--- config.mk ---
export PLATFORM = sky130hd
export DESIGN_NAME = fpu_cmd_seq
export DESIGN_NICKNAME = d
export VERILOG_FILES = /design/src/rtl/pa_fpu.sv /design/src/rtl/fpu_cmd_seq_regfile.sv /design/src/rtl/fpu_cmd_seq.sv
export SDC_FILE = /design/constraint.sdc
export NUM_CORES = 1
export LEC_CHECK = 0
export ABC_AREA = 1
export CAP_MARGIN = 20
export CORE_ASPECT_RATIO = 2
export CORE_UTILIZATION = 49
export CTS_BUF_LIST = sky130_fd_sc_hd__clkbuf_2
export DETAILED_ROUTE_END_ITERATION = 10
export PLACE_DENSITY = 0.87
export SETUP_SLACK_MARGIN = 0.5
export SYNTH_ARGS = -nofsm -noshare
export SYNTH_HDL_FRONTEND = slang
export SYNTH_SLANG_ARGS = --single-unit
--- constraint.sdc ---
create_clock -name clk -period 3.6 [get_ports clk]
set_input_delay 0.36 -clock clk [delete_from_list [all_inputs] [get_ports clk]]
set_output_delay 0.36 -clock clk [all_outputs]
set_load 0.05 [all_outputs]
--- src/rtl/pa_fpu.sv ---
// Shared fpu definitions: opcode encoding plus the register map and bit positions
// of the CPU-side command sequencer window.
package pa_fpu;

    typedef enum logic [3:0] {
        op_add  = 4'h0,
        op_sub  = 4'h1,
        op_mul  = 4'h2,
        op_div  = 4'h3,
        op_sqrt = 4'h4,
        op_ftoi = 4'h5,
        op_itof = 4'h6
    } e_fpu_op;

    localparam logic [3:0] REG_A0   = 4'h0;
    localparam logic [3:0] REG_B0   = 4'h4;
    localparam logic [3:0] REG_OP   = 4'h8;
    localparam logic [3:0] REG_CTRL = 4'h9;
    localparam logic [3:0] REG_STAT = 4'hA;
    localparam logic [3:0] REG_R0   = 4'hC;

    localparam int unsigned CTRL_GO       = 0;
    localparam int unsigned CTRL_IRQ_EN   = 1;
    localparam int unsigned STAT_SEQ_BUSY = 0;
    localparam int unsigned STAT_DONE     = 1;
    localparam int unsigned STAT_ERR      = 2;
    localparam int unsigned STAT_TIMEOUT  = 3;
    localparam int unsigned STAT_FPU_BUSY = 4;

endpackage

--- src/rtl/fpu_cmd_seq_regfile.sv ---
// Byte-wide register window for the fpu command sequencer: write decode with
// transaction lock, sticky status flags and a registered read mux.
module fpu_cmd_regfile
    import pa_fpu::*;
(
    input  logic        clk,
    input  logic        arst,
    input  logic [3:0]  addr,
    input  logic        wr,
    input  logic        rd,
    input  logic [7:0]  wr_data,
    input  logic        seq_busy,
    input  logic        fpu_busy,
    input  logic        done_set,
    input  logic        timeout_set,
    input  logic        result_we,
    input  logic [31:0] result,
    output logic [31:0] a_operand,
    output logic [31:0] b_operand,
    output logic [3:0]  opcode,
    output logic        go,
    output logic        irq_en,
    output logic        done,
    output logic [7:0]  rd_data
);

    logic [31:0] a_q, b_q, result_q;
    logic [3:0]  opcode_q;
    logic        irq_en_q, done_q, err_q, timeout_q;
    logic [7:0]  rd_data_q, rd_mux;
    logic        wr_lock, wr_ok, stat_wr;

    // Operand/opcode/ctrl writes are frozen while a transaction is in flight.
    assign wr_lock = wr && seq_busy && (addr <= REG_CTRL);
    assign wr_ok   = wr && !wr_lock;
    assign stat_wr = wr && (addr == REG_STAT);
    assign go      = wr_ok && (addr == REG_CTRL) && wr_data[CTRL_GO];

    always_ff @(posedge clk or posedge arst) begin
        if (arst) begin
            a_q       <= '0;
            b_q       <= '0;
            opcode_q  <= '0;
            irq_en_q  <= 1'b0;
            result_q  <= '0;
            done_q    <= 1'b0;
            err_q     <= 1'b0;
            timeout_q <= 1'b0;
            rd_data_q <= '0;
        end else begin
            if (wr_ok) begin
                if (addr[3:2] == 2'b00) a_q[{addr[1:0], 3'b000} +: 8] <= wr_data;
                if (addr[3:2] == 2'b01) b_q[{addr[1:0], 3'b000} +: 8] <= wr_data;
                if (addr == REG_OP)     opcode_q <= wr_data[3:0];
                if (addr == REG_CTRL)   irq_en_q <= wr_data[CTRL_IRQ_EN];
            end
            if (result_we) result_q <= result;
            // Set beats a same-clock clear on every sticky flag.
            done_q    <= done_set | (done_q & ~(stat_wr & wr_data[STAT_DONE]));
            err_q     <= wr_lock | timeout_set | (err_q & ~(stat_wr & wr_data[STAT_ERR]));
            timeout_q <= timeout_set | (timeout_q & ~(stat_wr & wr_data[STAT_ERR]));
            if (rd) rd_data_q <= rd_mux;
        end
    end

    always_comb begin
        rd_mux = '0;
        case (addr)
            4'h0, 4'h1, 4'h2, 4'h3: rd_mux = a_q[{addr[1:0], 3'b000} +: 8];
            4'h4, 4'h5, 4'h6, 4'h7: rd_mux = b_q[{addr[1:0], 3'b000} +: 8];
            REG_OP:                 rd_mux = {4'b0000, opcode_q};
            REG_CTRL:               rd_mux = {6'b000000, irq_en_q, 1'b0};
            REG_STAT:               rd_mux = {3'b000, fpu_busy, timeout_q, err_q, done_q, seq_busy};
            4'hC, 4'hD, 4'hE, 4'hF: rd_mux = result_q[{addr[1:0], 3'b000} +: 8];
            default:                rd_mux = '0;
        endcase
    end

    assign a_operand = a_q;
    assign b_operand = b_q;
    assign opcode    = opcode_q;
    assign irq_en    = irq_en_q;
    assign done      = done_q;
    assign rd_data   = rd_data_q;

endmodule

--- src/rtl/fpu_cmd_seq.sv ---
// CPU-side initiator for the fpu start/cmd_end handshake: issues one operation per
// go, captures the result, and aborts with an error if the fpu never answers.
module fpu_cmd_seq
    import pa_fpu::*;
#(
    parameter int unsigned TIMEOUT_CYCLES = 4096,
    parameter int unsigned TMR_W          = 13
) (
    input  logic        clk,
    input  logic        arst,
    input  logic [3:0]  addr,
    input  logic        wr,
    input  logic        rd,
    input  logic [7:0]  wr_data,
    output logic [7:0]  rd_data,
    output logic        irq,
    output logic [31:0] a_operand,
    output logic [31:0] b_operand,
    output e_fpu_op     operation,
    output logic        start,
    input  logic [31:0] ieee_packet_out,
    input  logic        cmd_end,
    input  logic        busy
);

    localparam logic [1:0] StIdle  = 2'd0;
    localparam logic [1:0] StIssue = 2'd1;
    localparam logic [1:0] StDrain = 2'd2;

    localparam logic [TMR_W-1:0] TmrLimit = TMR_W'(TIMEOUT_CYCLES - 1);

    logic [1:0]       state_q, state_d;
    logic [TMR_W-1:0] timer_q, timer_d;
    logic             pend_q, pend_d;
    logic             abort_q, abort_d;
    logic             irq_q;
    logic             go, irq_en, done, done_set, timeout_set, result_we;
    logic [3:0]       opcode;

    fpu_cmd_regfile u_regfile (
        .clk         (clk),
        .arst        (arst),
        .addr        (addr),
        .wr          (wr),
        .rd          (rd),
        .wr_data     (wr_data),
        .seq_busy    (state_q != StIdle),
        .fpu_busy    (busy),
        .done_set    (done_set),
        .timeout_set (timeout_set),
        .result_we   (result_we),
        .result      (ieee_packet_out),
        .a_operand   (a_operand),
        .b_operand   (b_operand),
        .opcode      (opcode),
        .go          (go),
        .irq_en      (irq_en),
        .done        (done),
        .rd_data     (rd_data)
    );

    always_comb begin
        state_d     = state_q;
        timer_d     = timer_q;
        pend_d      = pend_q;
        abort_d     = abort_q;
        result_we   = 1'b0;
        timeout_set = 1'b0;
        done_set    = 1'b0;
        case (state_q)
            StIdle: begin
                if (go) begin
                    timer_d = '0;
                    abort_d = 1'b0;
                    // A stale cmd_end must fall before start may be raised.
                    if (cmd_end) begin
                        pend_d  = 1'b1;
                        state_d = StDrain;
                    end else begin
                        state_d = StIssue;
                    end
                end
            end
            StIssue: begin
                if (cmd_end) begin
                    result_we = 1'b1;
                    state_d   = StDrain;
                end else if (timer_q >= TmrLimit) begin
                    timeout_set = 1'b1;
                    abort_d     = 1'b1;
                    state_d     = StDrain;
                end else if (timer_q != '1) begin
                    timer_d = timer_q + 1'b1;
                end
            end
            StDrain: begin
                if (!cmd_end) begin
                    if (pend_q) begin
                        pend_d  = 1'b0;
                        timer_d = '0;
                        state_d = StIssue;
                    end else begin
                        done_set = ~abort_q;
                        state_d  = StIdle;
                    end
                end
            end
            default: state_d = StIdle;
        endcase
    end

    always_ff @(posedge clk or posedge arst) begin
        if (arst) begin
            state_q <= StIdle;
            timer_q <= '0;
            pend_q  <= 1'b0;
            abort_q <= 1'b0;
            irq_q   <= 1'b0;
        end else begin
            state_q <= state_d;
            timer_q <= timer_d;
            pend_q  <= pend_d;
            abort_q <= abort_d;
            irq_q   <= done & irq_en;
        end
    end

    assign start     = (state_q == StIssue);
    assign irq       = irq_q;
    assign operation = e_fpu_op'(opcode);

endmodule

==> metrics.json, run 1 <==
{
  "highest_delay_cell_along_the_critical_path": "sky130_fd_sc_hd__clkdlybuf4s50_1",
  "fin_nets": 1057,
  "syn_to_final_growth_pct": 24.3,
  "worst_setup_path_end_kind": "output pin",
  "failed_checks": "DRC",
  "cts_hold_repair.buffers": 0,
  "cts_post_setup_buffers_inserted": 0,
  "worst_hold_check_path_type": "input port to async pin",
  "fp.dieArea_sq_um": 14200,
  "synthesis.nets": 934,
  "hpwl_dp_um": 16000,
  "die_h_um": 168,
  "final.min_clock_period_ps": 2700,
  "synth_top_cell_by_area": "sky130_fd_sc_hd__dfrtp_1",
  "post_synth_fa_ha_maj_area_fraction_pct": 1.49,
  "grt_start_max_net_pins": 131,
  "synthMuxAreaShare_pct": 0,
  "synth.area.top_cells": "sky130_fd_sc_hd__dfrtp_1, sky130_fd_sc_hd__nand2_1, sky130_fd_sc_hd__nand3_1",
  "tightest_slew_ps": 843,
  "power_density_nw_per_um2": 539,
  "post_route_cells_drive_above_1_share_pct": 9.20,
  "clk_transition_reported_paths_ps": 200,
  "placement_rows": 60,
  "clock_path_buffers": 2,
  "via_count": 6635,
  "post_route_drc_violation_count": 7,
  "hold_viol_final": 0,
  "tns_ps": 0,
  "worst_ep_arrival_time_ps": 2340,
  "cts_repair_resize_count": 0,
  "grt_first_pass_wirelength_um": 33700,
  "total_wire_length_um": 21400,
  "finalMaxSlewViolations": 0,
  "worst_vdd_ir_mv": 0.413,
  "path_max_fanout": 8,
  "xor_xnor_fraction_of_synth_area_pct": 1.17,
  "synth_async_sr_flop_share_pct": 100,
  "timing.critical_path.slowest_cell_delay_ps": 860,
  "finClkSkew_ps": 27.1,
  "finalSetupViolCount": 0,
  "root_buffer": "sky130_fd_sc_hd__clkbuf_2",
  "globalRouteTotalUtil_pct": 31.4,
  "p_leak_uw": 0.00391,
  "synth_enable_flop_cells": 0,
  "synth.top_cells.by_count": "sky130_fd_sc_hd__nand2_1, sky130_fd_sc_hd__dfrtp_1, sky130_fd_sc_hd__nand3_1, sky130_fd_sc_hd__inv_1, sky130_fd_sc_hd__nor2_1",
  "timing.max_cap.violations": 0,
  "finalWeightedCongestion": 0.935,
  "wire_length_per_cell_after_detailed_routing_um": 18.3,
  "synth.avg_cell_area_sq_um": 7.68,
  "worst_setup_path_class": "flip-flop to output pin",
  "die_width_um": 84.9,
  "flops_latches_synth": 130,
  "synth.yosys.seq_area_share_pct": 48.3,
  "pre_cts_ws_ps": 287,
  "dpl-instance-area_sq_um": 8100,
  "cts_tree": "built",
  "post-route-period-util_pct": 75.1,
  "postSynthCellCount": 876,
  "cts-buffers-inserted": 17,
  "synth_warnings": 0,
  "outcome": "complete, but fails checks",
  "synthesis.area_sq_um": 6730,
  "yosys.cell_count.top_type": "sky130_fd_sc_hd__nand2_1",
  "globalRoute.totalOverflow": 0,
  "io_buffer_count": 127,
  "grt_pass1_vias": 6668,
  "drt_pre_antenna_iters": 10,
  "stdcell_area_sq_um": 8370,
  "synth-compound-area-share_pct": 10.5,
  "fp.coreArea_sq_um": 13400,
  "cts_max_level": 4,
  "numClockSinks": 130,
  "antenna_violating_nets_post_route": 0,
  "crit_chain": "inv_1 -> nor2_4 -> clkdlybuf4s50_1",
  "rsz0062_at_grt": "false",
  "synth-main-ff-cell": "sky130_fd_sc_hd__dfrtp_1",
  "dominant_combinational_cell_family_by_area_after_synthesis": "simple AND/OR/NAND/NOR gates",
  "slew_headroom_pct": 43.4,
  "number_of_drc_markers_in_iteration_0": 509,
  "synthDistinctLibCells": 30,
  "required_time_of_the_worst_setup_path_ps": 3240,
  "timing.final.ws_setup_ps": 896,
  "clkLatencyLatePin_ps": 710,
  "routed_via_density": 5.69,
  "antenna_found_initial": 1,
  "fmaxAchievable_mhz": 370,
  "io_pins": 128,
  "top_area_cell_type_share_of_the_netlist_area_pct": 48.3,
  "start_util_pct": 50.1,
  "setup.worst_path.start_class": "flip-flop",
  "synth_simple_gate_area_share_pct": 32.4
}
## cells by family (layout without fill, tap and decap cells)
| group | count (synthesis) | count (layout) |
|---|---|---|
| buffers and inverters | 95 | 230 |
| AND/OR/NAND/NOR | 525 | 525 |
| other | 0 | 1 |
| AO/OA/AOI/OAI | 109 | 109 |
| adder cells (fa/ha/maj) | 8 | 8 |
| flip-flops | 130 | 130 |
| XOR/XNOR | 9 | 9 |
## state kept, by name, summed over array words and instances, names as in the netlist, 2 cells and up
signal               count
state_q                  2
timer_q                 13
u_regfile.a_operand     32
u_regfile.b_operand     32
u_regfile.opcode         4
u_regfile.rd_data        8
u_regfile.result_q      32
## worst max-delay path: cells and delay by family (launching register included)
kind	cells	cell delay, ps
buf+inv	2	960
flops	1	430
simple gates	1	250
## final cells by class
cell class / count / area (sq um)
antenna: 1 / 2.50
clock buffer: 17 / 85.1
clock inverter: 14 / 180
fill: 1152 / 5070
inverter: 65 / 248
multi-input combinational: 651 / 3070
sequential: 130 / 3250
tap: 155 / 194
timing repair buffer: 134 / 1340
## routing by layer
layer  up-vias  global-route usage (%)  routed length, um
li1       3062                       -                  -
met4         0                    23.9               1760
met5         -                       0                  0
met1      3140                    31.7               7110
met3       117                    6.31               1260
met2       316                    55.9              11200
## placed cells by master, fill, tap and decap left out, types with 10 or more instances in the layout
master / synthesis / routed
sky130_fd_sc_hd__nand2_1: 354 / 354
sky130_fd_sc_hd__dfrtp_1: 130 / 130
sky130_fd_sc_hd__clkdlybuf4s50_1: 0 / 127
sky130_fd_sc_hd__nand3_1: 83 / 83
sky130_fd_sc_hd__nor2_1: 56 / 56
sky130_fd_sc_hd__inv_1: 56 / 55
sky130_fd_sc_hd__o21ai_0: 47 / 47
sky130_fd_sc_hd__o21ai_2: 33 / 33
sky130_fd_sc_hd__clkbuf_2: 0 / 17
sky130_fd_sc_hd__o211ai_1: 11 / 11
sky130_fd_sc_hd__a21oi_1: 10 / 10
## path summary, 6_finish.rpt
kind	start	endpoint	slack, ps	cells past startpoint
setup / recovery	state_q[0]$_DFFE_PP0P_	start	900	3
hold / removal	arst	u_regfile.a_operand[17]$_DFFE_PP0P_	150	3
setup reg to reg	state_q[0]$_DFFE_PP0P_	timer_q[6]$_DFFE_PP0P_	1380	12
hold reg to reg	pend_q$_DFFE_PP0P_	u_regfile.done$_DFF_PP0_	440	1
max in group asynchronous	arst	u_regfile.result_q[1]$_DFFE_PP0P_	2870	3
min in group clk	ieee_packet_out[12]	u_regfile.result_q[12]$_DFFE_PP0P_	160	3
## report_power, final
part / internal, uW / total (uW) / switching, uW
clock network: 396 / 982 / 586
registers: 1750 / 2030 / 274
logic: 473 / 1500 / 1030
## per-stage QoR
stage / total power, uW / std cells / util [%] / hold slack, ps
2_1_floorplan: 2970 / 876 / - / 423
3_3_place_gp: 3500 / 1135 / 60.3 / 441
3_5_place_dp: 3540 / 1135 / 60.3 / 448
4_1_cts: 4510 / 1166 / 62.3 / 109
5_1_grt: 4740 / 1167 / 62.3 / 100
6_report: 4510 / 1167 / 62.3 / 148
Note: power is estimated with default switching activity, not from simulation.
==> inputs of run 2 (changes only) <==
CORE_UTILIZATION = 54   (was 49)
PLACE_DENSITY = 0.9   (was 0.87)
clock period = 2.56 ns   (was 3.6 ns; I/O delays follow)
==> run 2 against run 1 <==
Effect of this change: the run now ends clean; first-iteration DRC count rose by 14%; worst setup slack got worse by 400 ps; wire length grew 6.8%; worst hold slack got worse by 140 ps; clock power increased by 33%; highest routed layer unchanged; register-to-register slack worse by 740 ps; non-clock buffer count up 47; flip-flop and latch count stayed put; power increased by 42%; count of clock-buffer cells in the layout did not move; largest power group unchanged.
==> metrics.json, run 2 (synthesis gave the netlist of run 1 again) <==
{
  "post_route_cells_drive_above_1_share": {"value": 13.6, "unit": "%", "change": "was 9.20%"},
  "fp.dieArea": {"value": 12900, "unit": "sq um", "change": "was 14200 sq um"},
  "final-instance-count-excl-fill": {"value": 1207, "change": "was 1167"},
  "setup.worst_path.start_class": {"value": "flip-flop", "change": "unchanged"},
  "slew_headroom": {"value": 63.8, "unit": "%", "change": "was 43.4%"},
  "die_h": {"value": 160, "unit": "um", "change": "was 168 um"},
  "cts_tree": {"value": "built", "change": "unchanged"},
  "worst-path-buf-inv": {"value": 1, "change": "was 2"},
  "fp.coreArea": {"value": 12100, "unit": "sq um", "change": "was 13400 sq um"},
  "worst_setup_path_class": {"value": "flip-flop to output pin", "change": "unchanged"},
  "worst_setup_path_end_kind": {"value": "output pin", "change": "unchanged"},
  "finalSetupViolCount": {"value": 0, "change": "unchanged"},
  "io_pins": {"value": 128, "change": "unchanged"},
  "gr-usage-met2": {"value": 66.0, "unit": "%", "change": "was 55.9%"},
  "cts-buffers-inserted": {"value": 17, "change": "unchanged"},
  "routed_via_density": {"value": 5.69, "change": "about the same"},
  "stdcell_area": {"value": 8770, "unit": "sq um", "change": "was 8370 sq um"},
  "worst_ep_arrival_time": {"value": 1800, "unit": "ps", "change": "was 2340 ps"},
  "cts_max_level": {"value": 4, "change": "unchanged"},
  "fmaxAchievable_mhz": 485,
  "globalRoute.totalOverflow": {"value": 0, "change": "unchanged"},
  "final.min_clock_period_ps": 2060,
  "worst_hold_check_path_type": {"value": "input port to flip-flop", "change": "was input port to async pin"},
  "post_route_drc_violation_count": {"value": 0, "change": "was 7"},
  "worst_vdd_ir": {"value": 0.558, "unit": "mV", "change": "was 0.413 mV"},
  "syn_to_final_growth": {"value": 30.2, "unit": "%", "change": "was 24.3%"},
  "number_of_drc_markers_in_iteration_0": {"value": 582, "change": "was 509"},
  "via_count": {"value": 6873, "change": "was 6635"},
  "placement_rows": {"value": 57, "change": "was 60"},
  "fin_worst_hold_slack": {"value": 6.91, "unit": "ps", "change": "was 148 ps"},
  "drt_pre_antenna_iters": {"value": 6, "change": "was 10"},
  "grt_pass1_vias": {"value": 6875, "change": "was 6668"},
  "io_buffer_count": {"value": 127, "change": "unchanged"},
  "finalMaxSlewViolations": {"value": 0, "change": "unchanged"},
  "power_density": {"value": 731, "unit": "nW/um^2", "change": "was 539 nW/um^2"},
  "hpwl_dp": {"value": 17600, "unit": "um", "change": "was 16000 um"},
  "root_buffer": {"value": "sky130_fd_sc_hd__clkbuf_2", "change": "unchanged"},
  "crit_chain": {"value": "dlygate4sd2_1", "change": "was inv_1 -> nor2_4 -> clkdlybuf4s50_1"},
  "outcome": {"value": "finished clean", "change": "was complete, but fails checks"},
  "rsz0062_at_grt": {"value": "true", "change": "was false"},
  "wire_length_per_cell_after_detailed_routing": {"value": 18.9, "unit": "um", "change": "was 18.3 um"},
  "start_util": {"value": 55.5, "unit": "%", "change": "was 50.1%"},
  "timing.max_cap.violations": {"value": 0, "change": "unchanged"},
  "most-common-layout-cells": {"value": "sky130_fd_sc_hd__nand2_1, sky130_fd_sc_hd__dfrtp_1, sky130_fd_sc_hd__nand3_1", "change": "was sky130_fd_sc_hd__nand2_1, sky130_fd_sc_hd__dfrtp_1, sky130_fd_sc_hd__clkdlybuf4s50_1"},
  "finalPower": {"value": 6410, "unit": "uW", "change": "was 4510 uW"},
  "post-route-period-util_pct": 80.5,
  "clock_path_buffers": {"value": 2, "change": "unchanged"},
  "hold_viol_final": {"value": 0, "change": "unchanged"},
  "dp_cells": {"value": 1171, "change": "was 1135"},
  "finalWeightedCongestion": {"value": 1.04, "change": "was 0.935"},
  "grt_use_met3": {"value": 5.37, "unit": "%", "change": "was 6.31%"},
  "numClockSinks": {"value": 130, "change": "unchanged"},
  "layer_with_the_highest_usage": {"value": "met2", "change": "unchanged"},
  "met1_usage": {"value": 38.3, "unit": "%", "change": "was 31.7%"},
  "path_max_fanout": {"value": 3, "change": "was 8"},
  "p_leak": {"value": 0.00450, "unit": "uW", "change": "was 0.00391 uW"},
  "critical_path.top_delay_family": {"value": "buffers and inverters", "change": "unchanged"},
  "dpl-instance-area": {"value": 8570, "unit": "sq um", "change": "was 8100 sq um"},
  "grt_start_max_net_pins": {"value": 71, "change": "was 131"},
  "highest_delay_cell_along_the_critical_path": {"value": "sky130_fd_sc_hd__dlygate4sd2_1", "change": "was sky130_fd_sc_hd__clkdlybuf4s50_1"},
  "clkLatencyLatePin": {"value": 750, "unit": "ps", "change": "was 710 ps"},
  "required_time_of_the_worst_setup_path": {"value": 2300, "unit": "ps", "change": "was 3240 ps"},
  "tightest_slew": {"value": 545, "unit": "ps", "change": "was 843 ps"},
  "antenna_violating_nets_post_route": {"value": 0, "change": "unchanged"},
  "clk_transition_reported_paths": {"value": 220, "unit": "ps", "change": "was 200 ps"},
  "die_width": {"value": 80.9, "unit": "um", "change": "was 84.9 um"},
  "tns": {"value": 0, "unit": "ps", "change": "unchanged"},
  "total_wire_length": {"value": 22800, "unit": "um", "change": "was 21400 um"},
  "globalRouteTotalUtil": {"value": 37.5, "unit": "%", "change": "was 31.4%"},
  "grt_first_pass_wirelength": {"value": 35400, "unit": "um", "change": "was 33700 um"},
  "antenna_found_initial": {"value": 1, "change": "unchanged"},
  "layout.cells.most_common": {"value": "sky130_fd_sc_hd__nand2_1", "change": "unchanged"},
  "fin_nets": {"value": 1104, "change": "was 1057"},
  "timing.critical_path.slowest_cell_delay": {"value": 560, "unit": "ps", "change": "was 860 ps"},
  "finClkSkew": {"value": 38.4, "unit": "ps", "change": "was 27.1 ps"}
}
## run 2: routing by layer
layer,vias up,wire length [um]
li1,3151,-
met1,3235,7260
met2,370,12300
met3,117,1370
met4,0,1850
met5,-,0
## run 2: what timing repair did
| item | 4_1_cts | 5_1_grt |
|---|---|---|
| hold buffers | 1 | 0 |
| gates resized for setup | 79 | 9 |
| buffers inserted | 0 | 2 |
| endpoints found under the hold margin | 47 | 0 |
| endpoints found under the setup margin | 78 | 16 |
| pin swaps | 0 | 0 |
## run 2: layout make-up
cell class / instances / area (sq um)
flip-flops and latches: 130 / 3250
multi-input cells: 651 / 3080
inverters: 65 / 253
clock buffers: 17 / 85.1
fillers: 997 / 3360
clock inverters: 15 / 158
diodes: 1 / 2.50
well taps: 147 / 184
repair buffers: 181 / 1750
## run 2: through the flow
step / utilization [%] / setup WS (ps)
floorplan: - / 517
global placement: 70.7 / -119
detailed placement: 70.7 / -137
CTS: 72.0 / 258
global route: 72.3 / 453
finish: 72.3 / 500
## run 2: path summary, 6_finish.rpt
| check | start | end | slack (ps) | cells past startpoint |
|---|---|---|---|---|
| worst min-delay path | ieee_packet_out[21] | u_regfile.result_q[21]$_DFFE_PP0P_ | 7 | 3 |
| min in group asynchronous | arst | u_regfile.rd_data[2]$_DFFE_PP0P_ | 510 | 4 |
| worst min register to register | abort_q$_DFFE_PP0P_ | u_regfile.done$_DFF_PP0_ | 490 | 1 |
| worst max-delay path | u_regfile.a_operand[3]$_DFFE_PP0P_ | a_operand[3] | 500 | 1 |
| worst max register to register | timer_q[0]$_DFFE_PP0P_ | timer_q[0]$_DFFE_PP0P_ | 640 | 11 |
| max in group asynchronous | arst | u_regfile.b_operand[14]$_DFFE_PP0P_ | 1710 | 4 |
## run 2: power by group
group / internal, uW / total (uW) / switching (uW)
Sequential: 2460 / 2860 / 399
Combinational: 727 / 2240 / 1510
Clock: 456 / 1310 / 852
Total: 3640 / 6410 / 2760
==> inputs of run 3 (changes only) <==
CORE_UTILIZATION = 49   (was 54)
PLACE_DENSITY = 0.87   (was 0.9)
clock period = 1.8 ns   (was 2.56 ns; I/O delays follow)
==> run 3 against run 2 <==
Effect of this change: the flow now stops in global routing; synthesized area unchanged; synthesized cell count stayed put.
==> metrics.json, run 3 <==
{
  "synth_simple_gate_area_share": {"value": 32.4, "unit": "%", "change": "unchanged"},
  "finalWeightedCongestion": {"value": 0.973, "change": "was 1.04"},
  "cts_max_level": {"value": 4, "change": "unchanged"},
  "xor_xnor_fraction_of_synth_area": {"value": 1.17, "unit": "%", "change": "unchanged"},
  "outcome": {"value": "aborted with a tool error", "change": "was finished clean"},
  "synth_enable_flop_cells": {"value": 0, "change": "unchanged"},
  "dp_cells": {"value": 1203, "change": "was 1171"},
  "start_util": {"value": 50.1, "unit": "%", "change": "was 55.5%"},
  "synth_async_sr_flop_share": {"value": 100, "unit": "%", "change": "unchanged"},
  "error": "[ERROR GRT-0232] Routing congestion too high. Check the congestion heatmap in the GUI.",
  "timing.repair.worst_endpoint_type": "output port",
  "die_width": {"value": 84.9, "unit": "um", "change": "was 80.9 um"},
  "synthesis.nets": {"value": 934, "change": "unchanged"},
  "synth.avg_cell_area": {"value": 7.68, "unit": "sq um", "change": "unchanged"},
  "synth.yosys.seq_area_share": {"value": 48.3, "unit": "%", "change": "unchanged"},
  "top_area_cell_type_share_of_the_netlist_area": {"value": 48.3, "unit": "%", "change": "unchanged"},
  "globalRouteTotalUtil_pct": 55.9,
  "worstEndpointGrtRepair": "start",
  "synth-main-ff-cell": {"value": "sky130_fd_sc_hd__dfrtp_1", "change": "unchanged"},
  "root_buffer": {"value": "sky130_fd_sc_hd__clkbuf_2", "change": "unchanged"},
  "synth.top_cells.by_count": {"value": "sky130_fd_sc_hd__nand2_1, sky130_fd_sc_hd__dfrtp_1, sky130_fd_sc_hd__nand3_1, sky130_fd_sc_hd__inv_1, sky130_fd_sc_hd__nor2_1", "change": "unchanged"},
  "yosys.cell_count.top_type": {"value": "sky130_fd_sc_hd__nand2_1", "change": "unchanged"},
  "dominant_combinational_cell_family_by_area_after_synthesis": {"value": "simple AND/OR/NAND/NOR gates", "change": "unchanged"},
  "io_buffer_count": {"value": 127, "change": "unchanged"},
  "stop_stage": "global routing",
  "globalRoute.totalOverflow": 15,
  "postSynthCellCount": {"value": 876, "change": "unchanged"},
  "grt_start_max_net_pins": 46,
  "synth-compound-area-share": {"value": 10.5, "unit": "%", "change": "unchanged"},
  "synth_top_cell_by_area": {"value": "sky130_fd_sc_hd__dfrtp_1", "change": "unchanged"},
  "flops_latches_synth": {"value": 130, "change": "unchanged"},
  "synthMuxAreaShare": {"value": 0, "unit": "%", "change": "unchanged"},
  "synth.area.top_cells": {"value": "sky130_fd_sc_hd__dfrtp_1, sky130_fd_sc_hd__nand2_1, sky130_fd_sc_hd__nand3_1", "change": "unchanged"},
  "synthDistinctLibCells": {"value": 30, "change": "unchanged"},
  "pre_cts_ws": {"value": -579, "unit": "ps", "change": "was -137 ps"},
  "clock_path_buffers": {"value": 2, "change": "unchanged"},
  "io_pins": {"value": 128, "change": "unchanged"},
  "synth_warnings": {"value": 0, "change": "unchanged"},
  "numClockSinks": {"value": 130, "change": "unchanged"},
  "synthesis.area": {"value": 6730, "unit": "sq um", "change": "unchanged"},
  "post_synth_fa_ha_maj_area_fraction": {"value": 1.49, "unit": "%", "change": "unchanged"},
  "hpwl_dp": {"value": 16700, "unit": "um", "change": "was 17600 um"},
  "die_h": {"value": 168, "unit": "um", "change": "was 160 um"},
  "cts-buffers-inserted": {"value": 17, "change": "unchanged"},
  "placement_rows": {"value": 60, "change": "was 57"}
}
## run 3: cell counts after synthesis
Identical to the previous run, type by type.
## run 3: timing repair
item / CTS
setup endpoints to repair: 206
hold buffers: 29
pin swaps: 15
hold endpoints to repair: 42
setup buffers: 46
gates resized for setup: 395
## run 3: routing by layer
metal / overflow / GRT usage [%]
met1: 0 / 54.0
met2: 9 / 84.7
met3: 0 / 26.6
met4: 6 / 55.2
met5: 0 / 0
## run 3: stage by stage
step / setup TNS, ps / hold slack, ps / cell area (sq um) / util [%]
after global placement: -39270 / 444 / 8910 / 66.3
after floorplan: 0 / 276 / 7180 / -
after detailed placement: -41460 / 447 / 8910 / 66.3
after CTS: -480 / 0.993 / 10100 / 74.9
## run 3: kinds of logic after synthesis
group	Yosys count
AND/OR/NAND/NOR	525
flip-flops	130
AO/OA/AOI/OAI	109
buffers and inverters	95
XOR/XNOR	9
adder cells (fa/ha/maj)	8
==> inputs of run 4 (changes only) <==
CORE_ASPECT_RATIO = default   (was 2)
CORE_UTILIZATION = 40   (was 49)
CTS_BUF_LIST = default   (was sky130_fd_sc_hd__clkbuf_2)
PLACE_DENSITY = default   (was 0.87)
PLACE_DENSITY_LB_ADDON = 0.15   (was default)
SETUP_SLACK_MARGIN = default   (was 0.5)
clock period = 2.3 ns   (was 1.8 ns; I/O delays follow)
==> run 4 against run 3 <==
Effect of this change: the flow now finishes without violations.
==> metrics.json, run 4 (synthesis gave the netlist of run 1 again) <==
{
  "outcome": {"value": "finished clean", "change": "was aborted with a tool error"},
  "io_pins": {"value": 128, "change": "unchanged"},
  "root_buffer": {"value": "sky130_fd_sc_hd__clkbuf_16", "change": "was sky130_fd_sc_hd__clkbuf_2"},
  "numClockSinks": {"value": 130, "change": "unchanged"},
  "worst_hold_check_path_type": "input port to async pin",
  "hpwl_dp": {"value": 16100, "unit": "um", "change": "was 16700 um"},
  "fmaxAchievable_mhz": 456,
  "antenna_found_initial": 0,
  "cts-buffers-inserted": {"value": 17, "change": "unchanged"},
  "netSwitchingPower_uw": 3110,
  "switching_share_pct": 36.7,
  "post_route_cells_drive_above_1_share_pct": 14.2,
  "clock_path_buffers": {"value": 2, "change": "unchanged"},
  "number_of_antenna_repair_diodes": 0,
  "most-common-layout-cells": "sky130_fd_sc_hd__nand2_1, sky130_fd_sc_hd__dfrtp_1, sky130_fd_sc_hd__clkdlybuf4s50_1",
  "required_time_of_the_worst_setup_path_ps": 2070,
  "ff2ff_path_depth": 10,
  "globalRouteTotalUtil_pct": 26.0,
  "grt_first_pass_wirelength_um": 34300,
  "fp.coreArea_sq_um": 16500,
  "placement_rows": {"value": 47, "change": "was 60"},
  "multi_input_area_sq_um": 3070,
  "die_h": {"value": 132, "unit": "um", "change": "was 168 um"},
  "layout.cells.most_common": "sky130_fd_sc_hd__nand2_1",
  "syn_to_final_growth_pct": 38.7,
  "combinationalPowerShare_pct": 29.1,
  "seqPwrFrac_pct": 37.4,
  "drt_pre_antenna_iters": 5,
  "cts_tree": "built",
  "setup.reg_to_reg.worst_slack_ps": 410,
  "grt_start_max_net_pins": 54,
  "finalSetupViolCount": 0,
  "fill_cells": 1501,
  "fin_worst_hold_slack_ps": 202,
  "slew_headroom_pct": 63.0,
  "critical_path.reg2reg.endpoint": "timer_q[2]$_DFFE_PP0P_",
  "cts_post_setup_buffers_inserted": {"value": 0, "change": "was 46"},
  "worst_vdd_ir_mv": 0.658,
  "io_buffer_count": {"value": 127, "change": "unchanged"},
  "timing.max_cap.violations": 0,
  "antenna_violating_nets_post_route": 0,
  "met3WireLength_um": 1130,
  "fp.dieArea_sq_um": 17300,
  "routed_via_density": 5.01,
  "crit_chain": "inv_1 -> nor2_4 -> clkdlybuf4s50_1",
  "crit_path_end": "start",
  "worst_setup_path_end_kind": "output pin",
  "highest_delay_cell_along_the_critical_path": "sky130_fd_sc_hd__clkdlybuf4s50_1",
  "via_count": 6459,
  "power_frac_clock_pct": 33.5,
  "setup.worst_path.start_class": "flip-flop",
  "finalMaxSlewViolations": 0,
  "critical_path.startpoint": "state_q[0]$_DFFE_PP0P_",
  "timing.critical_path.slowest_cell_delay_ps": 840,
  "power_density_nw_per_um2": 908,
  "die_width": {"value": 132, "unit": "um", "change": "was 84.9 um"},
  "finalWeightedCongestion": {"value": 0.898, "change": "was 0.973"},
  "clk_transition_reported_paths_ps": 60,
  "grt_pass1_vias": 6301,
  "globalRoute.totalOverflow": 0,
  "fin_nets": 1114,
  "intPower_uw": 5370,
  "tightest_slew_ps": 550,
  "cts_max_level": {"value": 4, "change": "unchanged"},
  "p_leak_uw": 0.00438,
  "post-route-period-util_pct": 95.4,
  "m1WireLength_um": 9900,
  "worst_ep_arrival_time_ps": 1960,
  "seq_area_sq_um": 3250,
  "wire_length_per_cell_after_detailed_routing_um": 16.5,
  "start_util": {"value": 40.7, "unit": "%", "change": "was 50.1%"},
  "timing.final.ws_setup_ps": 105,
  "met2RoutedLength_um": 9520,
  "top_layer_used": "met4",
  "final.min_clock_period_ps": 2190,
  "post_route_drc_violation_count": 0,
  "timing.rr.start": "timer_q[0]$_DFFE_PP0P_",
  "clkLatencyLatePin_ps": 430,
  "rsz0062_at_grt": "false",
  "finClkSkew_ps": 5.61,
  "total_wire_length_um": 21200,
  "path_max_fanout": 8,
  "pre_cts_ws": {"value": -353, "unit": "ps", "change": "was -579 ps"},
  "worst_setup_path_class": "flip-flop to output pin",
  "number_of_drc_markers_in_iteration_0": 466,
  "hold_viol_final": 0
}
[run 4: what timing repair did]
| item | CTS | global route |
|---|---|---|
| hold buffers | 0 | 0 |
| setup endpoints to repair | 0 | 2 |
| gates resized for setup | 0 | 1 |
| endpoints found under the hold margin | 0 | 0 |
[run 4: cell type report]
cell class	instances	area share [%]
Sequential cell	130	34.8
Clock inverter	13	1.85
Clock buffer	19	4.74
Tap cell	220	2.95
Multi-Input combinational cell	651	32.9
Inverter	65	2.65
Timing Repair Buffer	191	20.1
[run 4: metrics by stage]
| step | util [%] | power (uW) | instances | cell area [sq um] | TNS (ps) |
|---|---|---|---|---|---|
| floorplan | - | 4660 | 876 | 6730 | 0 |
| global placement | 52.7 | 5650 | 1256 | 8710 | -11710 |
| detailed placement | 52.7 | 5660 | 1256 | 8710 | -13870 |
| CTS | 56.5 | 8530 | 1288 | 9330 | 0 |
| global route | 56.5 | 8910 | 1289 | 9340 | 0 |
| finish | 56.5 | 8480 | 1289 | 9340 | 0 |
[run 4: how the worst min path moves through the flow]
stage	end	slack, ps	cells past startpoint
6_report	timer_q[7]$_DFFE_PP0P_	200	2
5_1_grt	u_regfile.result_q[4]$_DFFE_PP0P_	250	2
4_1_cts	timer_q[6]$_DFFE_PP0P_	210	2
3_5_place_dp	timer_q[12]$_DFFE_PP0P_	450	2
3_3_place_gp	timer_q[12]$_DFFE_PP0P_	440	2
2_1_floorplan	u_regfile.done$_DFF_PP0_	330	1
[run 4: power groups by stage]
stage	clock network (uW)	registers (uW)	logic, uW
2_1_floorplan	0	3510	1150
3_3_place_gp	0	3200	2450
3_5_place_dp	0	3190	2470
4_1_cts	2880	3160	2480
5_1_grt	2980	3210	2720
6_report	2840	3170	2470
[run 4: per-layer routing]
metal | vias up | track usage, %
met5 | - | 0
met4 | 0 | 11.5
met3 | 46 | 5.21
met2 | 215 | 39.4
met1 | 3026 | 36.1
li1 | 3172 | -
[run 4: critical path: cells and delay by family (launching register included)]
kind	cells	cell delay [ps]
flops	1	390
buf+inv	2	950
simple gates	1	200
